===== config.mk =====
export PLATFORM = sky130hd
export DESIGN_NAME = rv32i_multicycle_sequencer
export DESIGN_NICKNAME = d
export VERILOG_FILES = /design/src/rtl/rv32i_multicycle_sequencer.sv
export SDC_FILE = /design/constraint.sdc
export NUM_CORES = 1
export LEC_CHECK = 0
export ABC_AREA = 1
export BUFFER_PORTS_ARGS = -buffer_cell sky130_fd_sc_hd__buf_4
export CORE_AREA = 3 3 75 77
export DETAILED_ROUTE_END_ITERATION = 8
export DIE_AREA = 0 0 78 80
export PLACE_DENSITY = 0.75
export SYNTH_ARGS = -nofsm -noshare
export SYNTH_HDL_FRONTEND = slang
export SYNTH_SLANG_ARGS = --single-unit

===== constraint.sdc =====
create_clock -name sys_clk -period 1.35 [get_ports sys_clk]
set_clock_uncertainty 0.15 [all_clocks]
set_input_delay 0.2025 -clock sys_clk [delete_from_list [all_inputs] [get_ports sys_clk]]
set_output_delay 0.2025 -clock sys_clk [all_outputs]
set_load 0.02 [all_outputs]

===== src/rtl/rv32i_multicycle_sequencer.sv =====
// Multicycle control FSM for the RV32I core: sequences fetch/decode/execute/memory/writeback
// over one shared memory port, with a memory-timeout fault and retired-instruction counter.
// Optional build macro SEQ_HALT_EN adds a halt_req input and a HALT state entered from WB.
module rv32i_multicycle_sequencer #(
    parameter int unsigned TIMEOUT_CYCLES = 255,
    parameter int unsigned TO_W           = 8,
    parameter int unsigned INSTRET_W      = 32
) (
    input  logic                 sys_clk,
    input  logic                 sys_reset,
    input  logic                 memloadf,
    input  logic                 memstoref,
    input  logic                 rd_we,
    input  logic                 mem_ready,
`ifdef SEQ_HALT_EN
    input  logic                 halt_req,
`endif
    output logic                 mem_req,
    output logic                 mem_we,
    output logic                 mem_addr_sel,
    output logic                 ir_we,
    output logic                 pc_we,
    output logic                 regfile_we,
    output logic                 regfile_insel,
    output logic [2:0]           state,
    output logic                 bus_fault,
    output logic [INSTRET_W-1:0] instret
);

    typedef enum logic [2:0] {
        S_FETCH  = 3'd0,
        S_DECODE = 3'd1,
        S_EXEC   = 3'd2,
        S_MEM    = 3'd3,
        S_WB     = 3'd4,
        S_FAULT  = 3'd5,
        S_HALT   = 3'd6,
        S_RST    = 3'd7
    } state_t;

    localparam logic [TO_W-1:0] TO_LAST = TO_W'(TIMEOUT_CYCLES - 1);

    state_t          cur_state;
    state_t          nxt_state;
    logic [TO_W-1:0] to_cnt;
    logic            to_expire;

    // Expiry is judged on the cycle whose miss would bring the count to TIMEOUT_CYCLES,
    // so a ready in that same cycle still completes the transfer.
    assign to_expire = (TIMEOUT_CYCLES != 0) && (to_cnt == TO_LAST);

    always_comb begin
        nxt_state = cur_state;
        case (cur_state)
            S_RST:    nxt_state = S_FETCH;
            S_FETCH: begin
                if (mem_ready)      nxt_state = S_DECODE;
                else if (to_expire) nxt_state = S_FAULT;
            end
            S_DECODE: nxt_state = S_EXEC;
            S_EXEC:   nxt_state = (memloadf || memstoref) ? S_MEM : S_WB;
            S_MEM: begin
                if (mem_ready)      nxt_state = S_WB;
                else if (to_expire) nxt_state = S_FAULT;
            end
`ifdef SEQ_HALT_EN
            S_WB:     nxt_state = halt_req ? S_HALT : S_FETCH;
            S_HALT:   nxt_state = halt_req ? S_HALT : S_FETCH;
`else
            S_WB:     nxt_state = S_FETCH;
            S_HALT:   nxt_state = S_FETCH;
`endif
            S_FAULT:  nxt_state = S_FAULT;
            default:  nxt_state = S_FAULT;
        endcase
    end

    always_ff @(posedge sys_clk or negedge sys_reset) begin
        if (!sys_reset) begin
            cur_state <= S_RST;
            to_cnt    <= '0;
            instret   <= '0;
        end else begin
            cur_state <= nxt_state;
            // Any cycle without an outstanding miss leaves the counter at zero for the next request.
            to_cnt    <= (mem_req && !mem_ready) ? to_cnt + 1'b1 : '0;
            if (cur_state == S_WB) instret <= instret + 1'b1;
        end
    end

    always_comb begin
        mem_req       = 1'b0;
        mem_we        = 1'b0;
        mem_addr_sel  = 1'b0;
        ir_we         = 1'b0;
        pc_we         = 1'b0;
        regfile_we    = 1'b0;
        regfile_insel = 1'b0;
        bus_fault     = 1'b0;
        case (cur_state)
            S_FETCH: begin
                mem_req = 1'b1;
                ir_we   = mem_ready;
            end
            S_MEM: begin
                mem_req      = 1'b1;
                mem_addr_sel = 1'b1;
                mem_we       = memstoref;
            end
            S_WB: begin
                pc_we         = 1'b1;
                regfile_we    = rd_we & ~memstoref;
                regfile_insel = memloadf;
            end
            S_FAULT:  bus_fault = 1'b1;
            default:  ;
        endcase
    end

    assign state = cur_state;

endmodule


# Word-level counts from Yosys, hierarchy flattened
# Cells that the tools add are included.
# Widths: inputs -> output; s select.
dict set report word_totals {
  register_bits 43
  input_bits 6
}
dict set report op_classes {
  add_sub_neg 2
  eq_ne 8
  muxes 14
  bitwise 2
  reduce_logical 6
}
# op n
set op_table {}
lappend op_table {{$add 32x1->32 const B} 1}
lappend op_table {{$pmux 3 s6} 1}
lappend op_table {{$eq 3x3->1 const B} 4}
lappend op_table {{$mux 3} 4}
lappend op_table {{$add 8x1->8 const B} 1}
lappend op_table {{$eq 8x8->1 const B} 1}
lappend op_table {{$mux 1} 8}
lappend op_table {{$mux 8} 1}
lappend op_table {{$eq 3x2->1 const B} 2}
lappend op_table {{$eq 3x1->1 const B} 1}
lappend op_table {{$logic_not 3->1} 1}
lappend op_table {{$reduce_or 3->1} 1}
lappend op_table {{$reduce_or 2->1} 1}
lappend op_table {{$and 1x1->1} 1}
lappend op_table {{$logic_and 1x1->1} 1}
lappend op_table {{$logic_not 1->1} 1}
lappend op_table {{$logic_or 1x1->1} 1}
lappend op_table {{$not 1->1} 1}

# Longest topological paths before layout
# Gate-level depths: netlist of the first run.
dict set report logic_depth {
  word_depth 5
  depth_mapped 10
  depth_no_buf 10
}

# Worst setup path after synthesis of the first run
# Ideal clock, no wire load.
dict set report synth_path {
  path_type {reg2reg}
  startpoint {register cur_state[2] (netlist: state[2])}
  endpoint {register cur_state[0] (netlist: state[0])}
  setup_ps 62
  arrival_ps 1551
  required_ps 1138
  path_slack_ps -413
  stages_incl_launch_ff 5
  path_cell_list {dfstp_2 > inv_2 > nor3_1 > o31ai_1 > nand2_1}
}
dict set report synth_between {
  elab_chain_len 3
}
# element line_no
set synth_lines {}
lappend synth_lines {{from (decl)} 43} ;# state_t cur_state;
lappend synth_lines {{from (signal assigned)} 84} ;# cur_state <= nxt_state;
lappend synth_lines {{$eq 3x3->1} 54} ;# case (cur_state)
lappend synth_lines {{$reduce_or 3->1 (no source line)} -}
lappend synth_lines {{$pmux 3 s6 (*)} 54}
lappend synth_lines {{named net nxt_state[0]} 44} ;# state_t nxt_state;
# Mark *: on every way through the listed nets, which the timed path passes. The rest lies on a longest branch.
# A chain may end at the register's enable or synchronous reset.

# Worst setup path after layout of the first run
dict set report layout_path {
  startpoint {register cur_state[0] (netlist: state[0])}
  endpoint {output port bus_fault}
}
dict set report layout_between {
  elab_chain_len 2
}
# element line_no
set layout_lines {}
lappend layout_lines {{$eq 3x3->1} 100} ;# case (cur_state)
lappend layout_lines {{$mux 1} 100}
lappend layout_lines {{to (decl)} 26} ;# output logic bus_fault,
# Every way passes these cells.

==> summary.txt, run 1 <==
Worst setup path
  • Reg2reg end: instret[30]
  • Worst path slowest cell: dfstp_2
  • R2R cell count: 8
  • Critical path endpoint: bus_fault
  • Worst path arrival time: roughly 1.4 ns
  • CP Depth: 4
  • Crit path max fanout: 3
  • CP required: 1.00 ns
  • Cell mode on critical path: buf_6
  • R2R setup slack: -0.39 ns
  • Endpoint type of the worst setup path: primary output
  • Worst Setup Start Kind: register
  • Buffers and inverters on the worst path: 3
  • Delay-heaviest family, CP: flip-flops
  • Crit-path cells: inv_4 > buf_6 > nor3_4 > buf_6
  • FF-to-FF Start: state[2]
  • Worst path max stage delay: 0.60 ns
  • Crit path from: state[0]
  • Worst setup path class: register to primary output

Logic synthesis
  • Dominant cells by area after synthesis: dfrtp_1, nand2_1, inv_1
  • Avg Cell Area, Syn: 8.36 µm²
  • Mapped Area: 0.00248 mm²
  • Seq cells post-synth: between 40 and 50
  • Synthesized Nets: between 300 and 400
  • Yosys Warn Count: 0
  • Sequential share of the synthesized area: approximately 43%
  • Synth area leader: dfrtp_1
  • Top-area cell type share of the netlist area: a little over 40%
  • Cells after synthesis: 297
  • Synth cell types: 28

Pwr
  • Net Sw Power: 1.88 mW
  • Leakage: between 2 and 2.5 nW
  • Peak VDD IR: 1.33 mV
  • Internal power: approximately 3 mW
  • Clock network fraction of total power: 17.5%
  • Power Density: ~1100 mW/mm²
  • Sequential power share: 34.1%
  • Net Sw Frac: 39.1%
  • Comb pwr share: 48.4%

Timing
  • Worst Max-Slew Pin Slew: approximately 0.44 ns
  • Final period util: 132%
  • Unrepaired setup endpoints after global routing: true
  • F_max: ~560 MHz
  • # setup viols final: between 70 and 80
  • Period minus WS final: between 1.5 and 2 ns
  • Max-slew headroom: 70.7%
  • PnR worst setup slack: -0.436 ns
  • Slew Viols, Final: 0
  • Final Hold Viols: 0

Clocking
  • TritonCTS Buffers: 5
  • Max Root-Sink Buffers: 2
  • TritonCTS Sinks: 43
  • CTS tree: built
  • CTS HTree Levels: 2
  • Clk_lat worst skew: 0.31 ns
  • Reg clk slew, reported paths: 0.08 ns
  • Root Buffer: clkbuf_8

GRT
  • Initial antenna violation count: 0
  • Gr usage total: 27.7%
  • Vias in the first global route: 2757
  • Gr ovfl total: 0
  • Largest net degree at the start of global routing: 27
  • First-pass GRT wire length: 13400 µm

Detailed routing
  • Via-to-Cell Ratio: 5.42
  • Routed Antenna Nets: 0
  • Drt wl/cell: 18.5 µm
  • Final wirelength: 9630 µm
  • DR DRC count: 0
  • First drt pass iteration count: 5
  • Via count: 2825
  • Initial drt markers: 325

Placement
  • DP Wirelength: 4850 µm
  • Final Wtd Congestion: 0.836
  • Dpl cells: a little under 500
  • # port buffers: 48
  • DP Area: 0.00352 mm²

Finish
  • Finished Layout Cells: about 520
  • N_diodes: 0
  • Fraction of layout cells with a size suffix above 1: 51.7%
  • Final Cell Area: 0.00430 mm²
  • Fin nets: 459
  • Layout area overhead: 73.0%

Hold path
  • Hold/Removal Path Class: input port to register
  • HP Start: mem_ready

Run
  • Max-cap violations: 0

Status
  • Status: complete, but fails checks
  • Failing checks: setup timing

Floorplan
  • Initial Utilization: 48.9%
  • Die Area: 0.00624 mm²
  • Die Ht: 80 µm
  • # rows: 26
  • Die Width: between 70 and 80 µm
  • Core area: 0.00507 mm²
  • Boundary pin count: 49
[Yosys cell counts]
master / n
a21oi_1: 4
and3_1: 1
dfrtp_1: 40
dfstp_2: 3
ha_1: 3
inv_1: 36
inv_2: 5
inv_4: 1
nand2_1: 71
nand2_2: 8
nand2_4: 3
nand3_1: 18
nand3_2: 2
nand3_4: 3
nand3b_1: 3
nand4_1: 10
nor2_1: 33
nor2_2: 3
nor2_4: 9
nor2_8: 2
nor3_1: 9
o21ai_0: 2
o21ai_1: 2
o21bai_1: 1
o31ai_1: 1
xnor2_1: 10
xnor2_2: 1
xor2_1: 13
[sequential cells by signal, summed over array words and instances, names as in the netlist]
name	flops
to_cnt	8
state	3
instret	32
[how the worst min path moves through the flow]
stage	endpoint	slack [ns]	depth (start not counted)
final	state[1]	0.01	4
after global routing	state[1]	0.03	4
after CTS	state[1]	0.006	4
after detailed placement	instret[21]	-0.06	1
after global placement	instret[30]	-0.06	1
after floorplan	instret[0]	-0.24	0
[stage by stage]
stage	hold slack, ns	utilization (%)	TNS [ns]	power [mW]	worst slack [ns]
global placement	-0.0635	69.3	-4.01	3.19	-0.175
global route	0.0299	84.7	-16.15	5.01	-0.487
finish	0.0103	84.7	-13.32	4.81	-0.436
CTS	0.00562	78.9	-9.66	4.47	-0.406
detailed placement	-0.0595	69.3	-5.28	3.24	-0.225
floorplan	-0.243	-	-6.97	2.47	-0.268
[what timing repair did]
item / 4_1_cts / 5_1_grt
resized for setup: 77 / 54
hold buffers: 1 / 0
endpoints found under the setup margin: 72 / 81
buffers inserted: 16 / 24
pin swaps: 19 / 18
endpoints found under the hold margin: 40 / 0
gates cloned: 0 / 0
[routing by layer]
| layer | track usage [%] | share of wire, % |
|---|---|---|
| met5 | 0 | 0 |
| met2 | 51.2 | 53 |
| met3 | 5.19 | 7.2 |
| met4 | 9.62 | 4.4 |
| met1 | 31.9 | 35 |
[power groups by stage]
stage,registers (mW),logic (mW),clock network [mW]
CTS,1.62,2.04,0.814
finish,1.64,2.33,0.841
detailed placement,1.62,1.62,0
global placement,1.60,1.59,0
global route,1.66,2.47,0.886
floorplan,1.75,0.724,0
[final cells by class]
cell class / count / area (µm²)
clock buffers: 7 / 76.3
clock inverters: 1 / 5.00
fillers: 259 / 777
inverters: 42 / 165
multi-input cells: 212 / 1460
flip-flops and latches: 43 / 1090
well taps: 70 / 87.6
repair buffers: 146 / 1420
[kinds of logic (layout without fill, tap and decap cells)]
family                     Yosys count  count (layout)  synth area share [%]
buffers and inverters               42             196                  6.45
AOI/OAI and AO/OA                   10              10                  2.22
xor gates and xnor gates            24              24                  8.77
adders and majority gates            3               3                  1.51
DFF                                 43              43                  43.5
and+or+nand+nor                    175             175                  37.6
[placed cells by master, fill, tap and decap left out, types with 3 or more instances in the layout]
| cell type | count |
|---|---|
| nor2_1 | 25 |
| nand3_4 | 6 |
| nand3_2 | 5 |
| nor2_2 | 5 |
| nand2_1 | 62 |
| nand3_1 | 12 |
| xnor2_2 | 5 |
| dfrtp_1 | 31 |
| nor2_4 | 15 |
| nand4_1 | 10 |
| nand2_4 | 6 |
| nor3_1 | 7 |
| dfstp_2 | 3 |
| a21oi_1 | 3 |
| buf_6 | 81 |
| buf_4 | 63 |
| inv_1 | 36 |
| clkbuf_8 | 5 |
| inv_4 | 3 |
| xnor2_1 | 6 |
| nand2_2 | 14 |
| inv_2 | 3 |
| dfrtp_2 | 9 |
| xor2_1 | 12 |
| nand3b_1 | 3 |
[worst min-delay path, cell delays in order]
cell	delay (ns)
buf_4	0.09
nor2_1	0.05
nand2_1	0.05
o21ai_1	0.07
No activity file was read; power rests on OpenSTA's default activity.
==> run 2: changes to the inputs <==
--- a/config.mk
+++ b/config.mk
@@ -7,10 +7,11 @@
 export LEC_CHECK = 0
 export ABC_AREA = 1
 export BUFFER_PORTS_ARGS = -buffer_cell sky130_fd_sc_hd__buf_4
-export CORE_AREA = 3 3 75 77
+export CORE_AREA = 3 3 72 74
 export DETAILED_ROUTE_END_ITERATION = 8
-export DIE_AREA = 0 0 78 80
-export PLACE_DENSITY = 0.75
+export DIE_AREA = 0 0 75 77
+export PLACE_DENSITY = 0.77
 export SYNTH_ARGS = -nofsm -noshare
 export SYNTH_HDL_FRONTEND = slang
 export SYNTH_SLANG_ARGS = --single-unit
+export TNS_END_PERCENT = 10
==> constraint.sdc (replaced) <==
create_clock -name sys_clk -period 2 [get_ports sys_clk]
set_clock_uncertainty 0.15 [all_clocks]
set_input_delay 0.3 -clock sys_clk [delete_from_list [all_inputs] [get_ports sys_clk]]
set_output_delay 0.3 -clock sys_clk [all_outputs]
set_load 0.02 [all_outputs]
==> run 2 against run 1 <==
- power is 49% lower
- the run now ends clean
- final cell count is 22% lower
- clock-buffer cell count unchanged
- die area shrank 7.5%
- design area decreased by 30%
- critical path depth is 1 lower
- highest routed layer unchanged
- sequential power down 34%
- first-iteration DRC count down 65%
- flip-flop and latch count is the same
==> summary.txt, run 2 (synthesis results as in run 1) <==
Status
  • Status: complete, no violations

Worst setup path
  • Crit path max fanout: 5 (+2)
  • CP required: 1.55 ns (+0.55 ns)
  • Worst path slowest cell: dfstp_2
  • Crit-path cells: inv_2 > nor3_1 > buf_4
  • Crit path from: state[2]
  • Worst path arrival time: 1.45 ns (+0.02 ns)
  • Worst setup path class: register to primary output
  • Worst Setup Start Kind: register
  • Endpoint type of the worst setup path: primary output
  • FF-to-FF Start: instret[1]
  • Worst path max stage delay: 0.59 ns (about the same)

Floorplan
  • Initial Utilization: 53.3% (+4.3 points)
  • Boundary pin count: 49 (unchanged)
  • Die Ht: 77 µm (-3.8%)
  • Die Area: 0.00578 mm² (-7.5%)
  • # rows: 25 (-3.8%)
  • Core area: 0.00466 mm² (-8.2%)
  • Die Width: 75 µm (-3.8%)

Detailed routing
  • Met3 wire len: 185 µm (-73%)
  • Top Metal Used: met4
  • Via count: 2073 (-27%)
  • First drt pass iteration count: 4 (-1)
  • Via-to-Cell Ratio: 5.08 (-6.3%)
  • Wire length on met2: 2670 µm (-48%)
  • DR DRC count: 0 (unchanged)
  • Routed Antenna Nets: 0 (unchanged)
  • Drt wl/cell: 13.2 µm (-29%)
  • Met1 WL: 2430 µm (-28%)
  • Final wirelength: 5390 µm (-44%)
  • Initial drt markers: 115 (-65%)

Timing
  • Worst Max-Slew Pin Slew: 0.536 ns (+0.100 ns)
  • Slew Viols, Final: 0 (unchanged)
  • Unrepaired setup endpoints after global routing: false
  • Final period util: 94.8%
  • Final Hold Viols: 0 (unchanged)
  • # setup viols final: 0 (-100%)
  • TNS Setup: 0 ns (+13.32 ns)
  • Period minus WS final: around 1.9 ns
  • Max-slew headroom: 64.3% (-6.5 points)
  • F_max: 527 MHz

Placement
  • DP Wirelength: 4130 µm (-15%)
  • # port buffers: 48 (unchanged)
  • Final Wtd Congestion: 0.804 (-3.9%)

Clocking
  • Setup Fix Bufs, Post-CTS: 0 (-16)
  • Post-cts sizing count: 0 (-100%)
  • Max Root-Sink Buffers: 2 (unchanged)
  • Clk_lat worst skew: 0.30 ns (about the same)
  • TritonCTS Buffers: 5 (unchanged)
  • Root Buffer: clkbuf_8
  • CTS tree: built
  • TritonCTS Sinks: 43 (unchanged)
  • Reg clk slew, reported paths: 0.07 ns (about the same)
  • CTS HTree Levels: 2 (unchanged)

Run
  • Max-cap violations: 0 (unchanged)

Pwr
  • Peak VDD IR: 0.801 mV (-40%)
  • Leakage: 1.56 nW (-29%)
  • Power Density: 817 mW/mm² (-27%)

Finish
  • N_diodes: 0 (unchanged)
  • Fin nets: 362 (-21%)
  • Commonest non-fill, non-tap cell in the layout: nand2_1
  • Max FFs per register: 32 (unchanged)
  • FF/Latch Area: 0.00108 mm² (-1.0%)
  • Fillers: 405 (+56%)
  • Most frequent cells in the layout: nand2_1, buf_4, dfrtp_1
  • Layout area overhead: 21.3%
  • Finished Core Util: 64.6% (-20 points)
  • Fraction of layout cells with a size suffix above 1: 26.8% (-25 points)
  • Largest Register: instret
  • Multi-input gate area: 0.00124 mm² (-15%)

GRT
  • Gr ovfl total: 0 (unchanged)
  • Vias in the first global route: 2073 (-25%)
  • Largest net degree at the start of global routing: 44 (+63%)
  • First-pass GRT wire length: 9200 µm (-32%)
  • Initial antenna violation count: 0 (unchanged)
  • Gr usage total: 20.5% (-7.3 points)

Hold path
  • HP Start: mem_ready
  • Hold/Removal Path Class: input port to register
-- run 2: cell count changes in the layout (fill, tap and decap cells not counted), sizes merged --
cell,before,now
buf,145,48
-- run 2: cell type report --
type | instances | share of cell area [%]
Inverter | 42 | 5.32
Multi-Input combinational cell | 212 | 41.3
Sequential cell | 43 | 35.8
Tap cell | 54 | 2.24
Timing Repair Buffer | 49 | 12.3
Clock inverter | 1 | 0.166
Clock buffer | 7 | 2.87
-- run 2: routing by layer --
metal  track usage [%]  vias up
li1                  -     1046
met1              25.8      976
met2              33.7       43
met3              4.33        8
met4              7.47        0
met5                 0        -
-- run 2: worst paths after layout --
path,cells after the start,slack [ns],endpoint
worst max register to register,8,0.31,instret[26]
max in group asynchronous,2,0.94,state[2]
worst min register to register,1,0.35,to_cnt[0]
min in group asynchronous,2,0.37,instret[9]
worst min-delay path,4,0.13,state[1]
worst max-delay path,3,0.10,bus_fault
-- run 2: through the flow --
stage / total power [mW] / setup slack [ns] / instance area [µm²] / hold WS, ns / std cells
floorplan: 1.62 / 0.237 / 2480 / -0.146 / 297
global placement: 1.90 / 0.385 / 2910 / 0.172 / 399
finish: 2.46 / 0.103 / 3010 / 0.128 / 408
detailed placement: 1.91 / 0.325 / 2910 / 0.175 / 399
CTS: 2.48 / 0.0832 / 3010 / 0.118 / 408
global route: 2.61 / 0.0167 / 3010 / 0.137 / 408
-- run 2: timing repair --
item	CTS	global route
hold buffers	1	0
setup endpoints to repair	0	0
hold endpoints to repair	40	0
-- run 2: critical path, delay by kind of cell, from the launching register on --
family | cells | cell delay [ns]
buf+inv | 2 | 0.31
simple gates | 1 | 0.26
flops | 1 | 0.59
-- run 2: report_power, final --
| part | switching, mW | internal, mW |
|---|---|---|
| sequential | 0.108 | 0.971 |
| combinational | 0.516 | 0.291 |
| clock | 0.296 | 0.279 |
==> run 3: changes to the inputs <==
--- a/config.mk
+++ b/config.mk
@@ -10,7 +10,8 @@
 export CORE_AREA = 3 3 72 74
 export DETAILED_ROUTE_END_ITERATION = 8
 export DIE_AREA = 0 0 75 77
-export PLACE_DENSITY = 0.77
+export MAX_ROUTING_LAYER = met4
+export PLACE_DENSITY = 0.73
 export SYNTH_ARGS = -nofsm -noshare
 export SYNTH_HDL_FRONTEND = slang
 export SYNTH_SLANG_ARGS = --single-unit
==> run 3 against run 2 <==
- sequential power about the same
- design area down 0.33%
- maximum frequency up 0.43%
- setup slack better by 0.0081 ns
- power down 1.5%
- clock-buffer cell count unchanged
- routed wire length down 5.1%
- non-clock buffer count unchanged
- sequential share of layout area up 0.12 points
- critical path depth unchanged
- largest power group unchanged
- highest routed layer unchanged
==> summary.txt, run 3 (synthesis results as in run 1) <==
Floorplan
  • Die Width: 75 µm (unchanged)
  • Initial Utilization: 53.3% (unchanged)
  • Die Ht: 77 µm (unchanged)
  • Core area: 0.00466 mm² (unchanged)
  • # rows: 25 (unchanged)
  • Die Area: 0.00578 mm² (unchanged)
  • Boundary pin count: 49 (unchanged)

Finish
  • N_diodes: 0 (unchanged)
  • Fillers: 412 (+1.7%)
  • Fin nets: 362 (unchanged)
  • Most frequent cells in the layout: nand2_1, buf_4, dfrtp_1
  • Fraction of layout cells with a size suffix above 1: 26.6% (-0.28 points)
  • Max FFs per register: 32 (unchanged)
  • Layout area overhead: 20.9%
  • Largest Register: instret
  • Commonest non-fill, non-tap cell in the layout: nand2_1
  • Finished Core Util: 64.4% (-0.21 points)

Worst setup path
  • Crit-path cells: inv_2 > nor3_1 > buf_4
  • Worst setup path class: register to primary output
  • Crit path max fanout: 5 (unchanged)
  • FF-to-FF Start: instret[1]
  • Worst path max stage delay: 0.60 ns (about the same)
  • Worst Setup Start Kind: register
  • Crit path from: state[2]
  • CP required: 1.55 ns (about the same)
  • R2R setup slack: 0.27 ns (-0.04 ns)
  • Worst path slowest cell: dfstp_2
  • Endpoint type of the worst setup path: primary output
  • Worst path arrival time: 1.44 ns (about the same)
  • Reg2reg end: instret[24]
  • R2R cell count: 8 (unchanged)

Placement
  • # port buffers: 48 (unchanged)
  • DP Wirelength: 3900 µm (-5.4%)
  • Post-place setup slack: 0.287 ns (-0.0380 ns)
  • Final Wtd Congestion: 0.838 (+4.3%)

Pwr
  • Peak VDD IR: 0.542 mV (-32%)
  • Tot Pwr: 2.42 mW (-1.5%)
  • Leakage: 1.55 nW (-0.39%)
  • Power Density: 807 mW/mm² (-1.2%)

Timing
  • Period minus WS final: 1.89 ns (-0.00808 ns)
  • # setup viols final: 0 (unchanged)
  • Max-slew headroom: 63.8% (-0.52 points)
  • Final period util: 94.4% (-0.40 points)
  • Final Hold Viols: 0 (unchanged)
  • Slew Viols, Final: 0 (unchanged)
  • F_max: 529 MHz (+0.43%)
  • Worst Max-Slew Pin Slew: 0.543 ns (+0.00779 ns)
  • Unrepaired setup endpoints after global routing: false
  • Hold slack: 0.131 ns (+0.00321 ns)
  • PnR worst setup slack: 0.111 ns (+0.00808 ns)
  • TNS Setup: 0 ns (unchanged)

Hold path
  • Worst hold stages: 4 (unchanged)
  • HP Start: mem_ready
  • Hold endpoint: state[1]
  • Hold/Removal Path Class: input port to register

Clocking
  • Root Buffer: clkbuf_8
  • TritonCTS Sinks: 43 (unchanged)
  • Post-cts sizing count: 0 (unchanged)
  • Reg clk slew, reported paths: 0.08 ns (about the same)
  • CTS HTree Levels: 2 (unchanged)
  • CTS tree: built
  • Max Root-Sink Buffers: 2 (unchanged)
  • TritonCTS Buffers: 5 (unchanged)
  • Clk_lat worst skew: 0.29 ns (about the same)

Detailed routing
  • DR DRC count: 0 (unchanged)
  • Drt wl/cell: 12.5 µm (-5.1%)
  • Via-to-Cell Ratio: 4.91 (-3.4%)
  • Routed Antenna Nets: 0 (unchanged)
  • Via count: 2002 (-3.4%)
  • Final wirelength: 5120 µm (-5.1%)
  • Initial drt markers: 104 (-9.6%)
  • First drt pass iteration count: 4 (unchanged)

GRT
  • Gr ovfl total: 0 (unchanged)
  • Largest net degree at the start of global routing: 44 (unchanged)
  • Gr usage total: 19.6% (-0.82 points)
  • Initial antenna violation count: 0 (unchanged)
  • First-pass GRT wire length: 8800 µm (-4.3%)
  • Vias in the first global route: 1935 (-6.7%)

Status
  • Status: complete, no violations

Run
  • Max-cap violations: 0 (unchanged)
-- run 3: cell types whose count changed in the layout (fill, tap and decap cells not counted) --
cell      before  now
clkbuf_1       1    2
clkbuf_8       6    5
-- run 3: worst max-delay path by stage --
stage / endpoint / cells after the start
finish: bus_fault / 3
global route: mem_req / 6
CTS: bus_fault / 3
detailed placement: instret[24] / 8
global placement: instret[28] / 8
floorplan: state[0] / 4
-- run 3: final cells by class --
class	count	area [µm²]	share of cell area (%)
sequential	43	1080	36.0
multi-input combinational	212	1240	41.4
inverter	42	160	5.33
timing repair buffer	49	370	12.3
tap	54	67.6	2.25
clock inverter	1	5.00	0.167
clock buffer	7	76.3	2.54
-- run 3: report_power, final --
| group | internal [mW] | switching (mW) | total, mW |
|---|---|---|---|
| clock | 0.246 | 0.289 | 0.535 |
| sequential | 0.971 | 0.106 | 1.08 |
| combinational | 0.292 | 0.518 | 0.811 |
-- run 3: stage by stage --
step | area, µm² | instances
after floorplan | 2480 | 297
after global placement | 2910 | 399
after detailed placement | 2910 | 399
after CTS | 3000 | 408
after global routing | 3000 | 408
final | 3000 | 408
-- run 3: per-layer routing --
metal / up-vias / global-route usage [%] / wire length (µm)
met5: - / - / 0
met4: 0 / 3.20 / 19
met3: 2 / 3.93 / 206
met2: 39 / 30.1 / 2350
met1: 923 / 27.3 / 2540
li1: 1038 / - / -
-- run 3: worst max-delay path, delay by kind of cell, from the launching register on --
kind	cells	cell delay [ns]
buffers and inverters	2	0.31
flip-flops	1	0.60
AND/OR/NAND/NOR	1	0.25
-- run 3: repair_timing --
item | in CTS | in global routing
hold buffers | 1 | 0
setup buffers | 0 | 0
endpoints found under the hold margin | 40 | 0
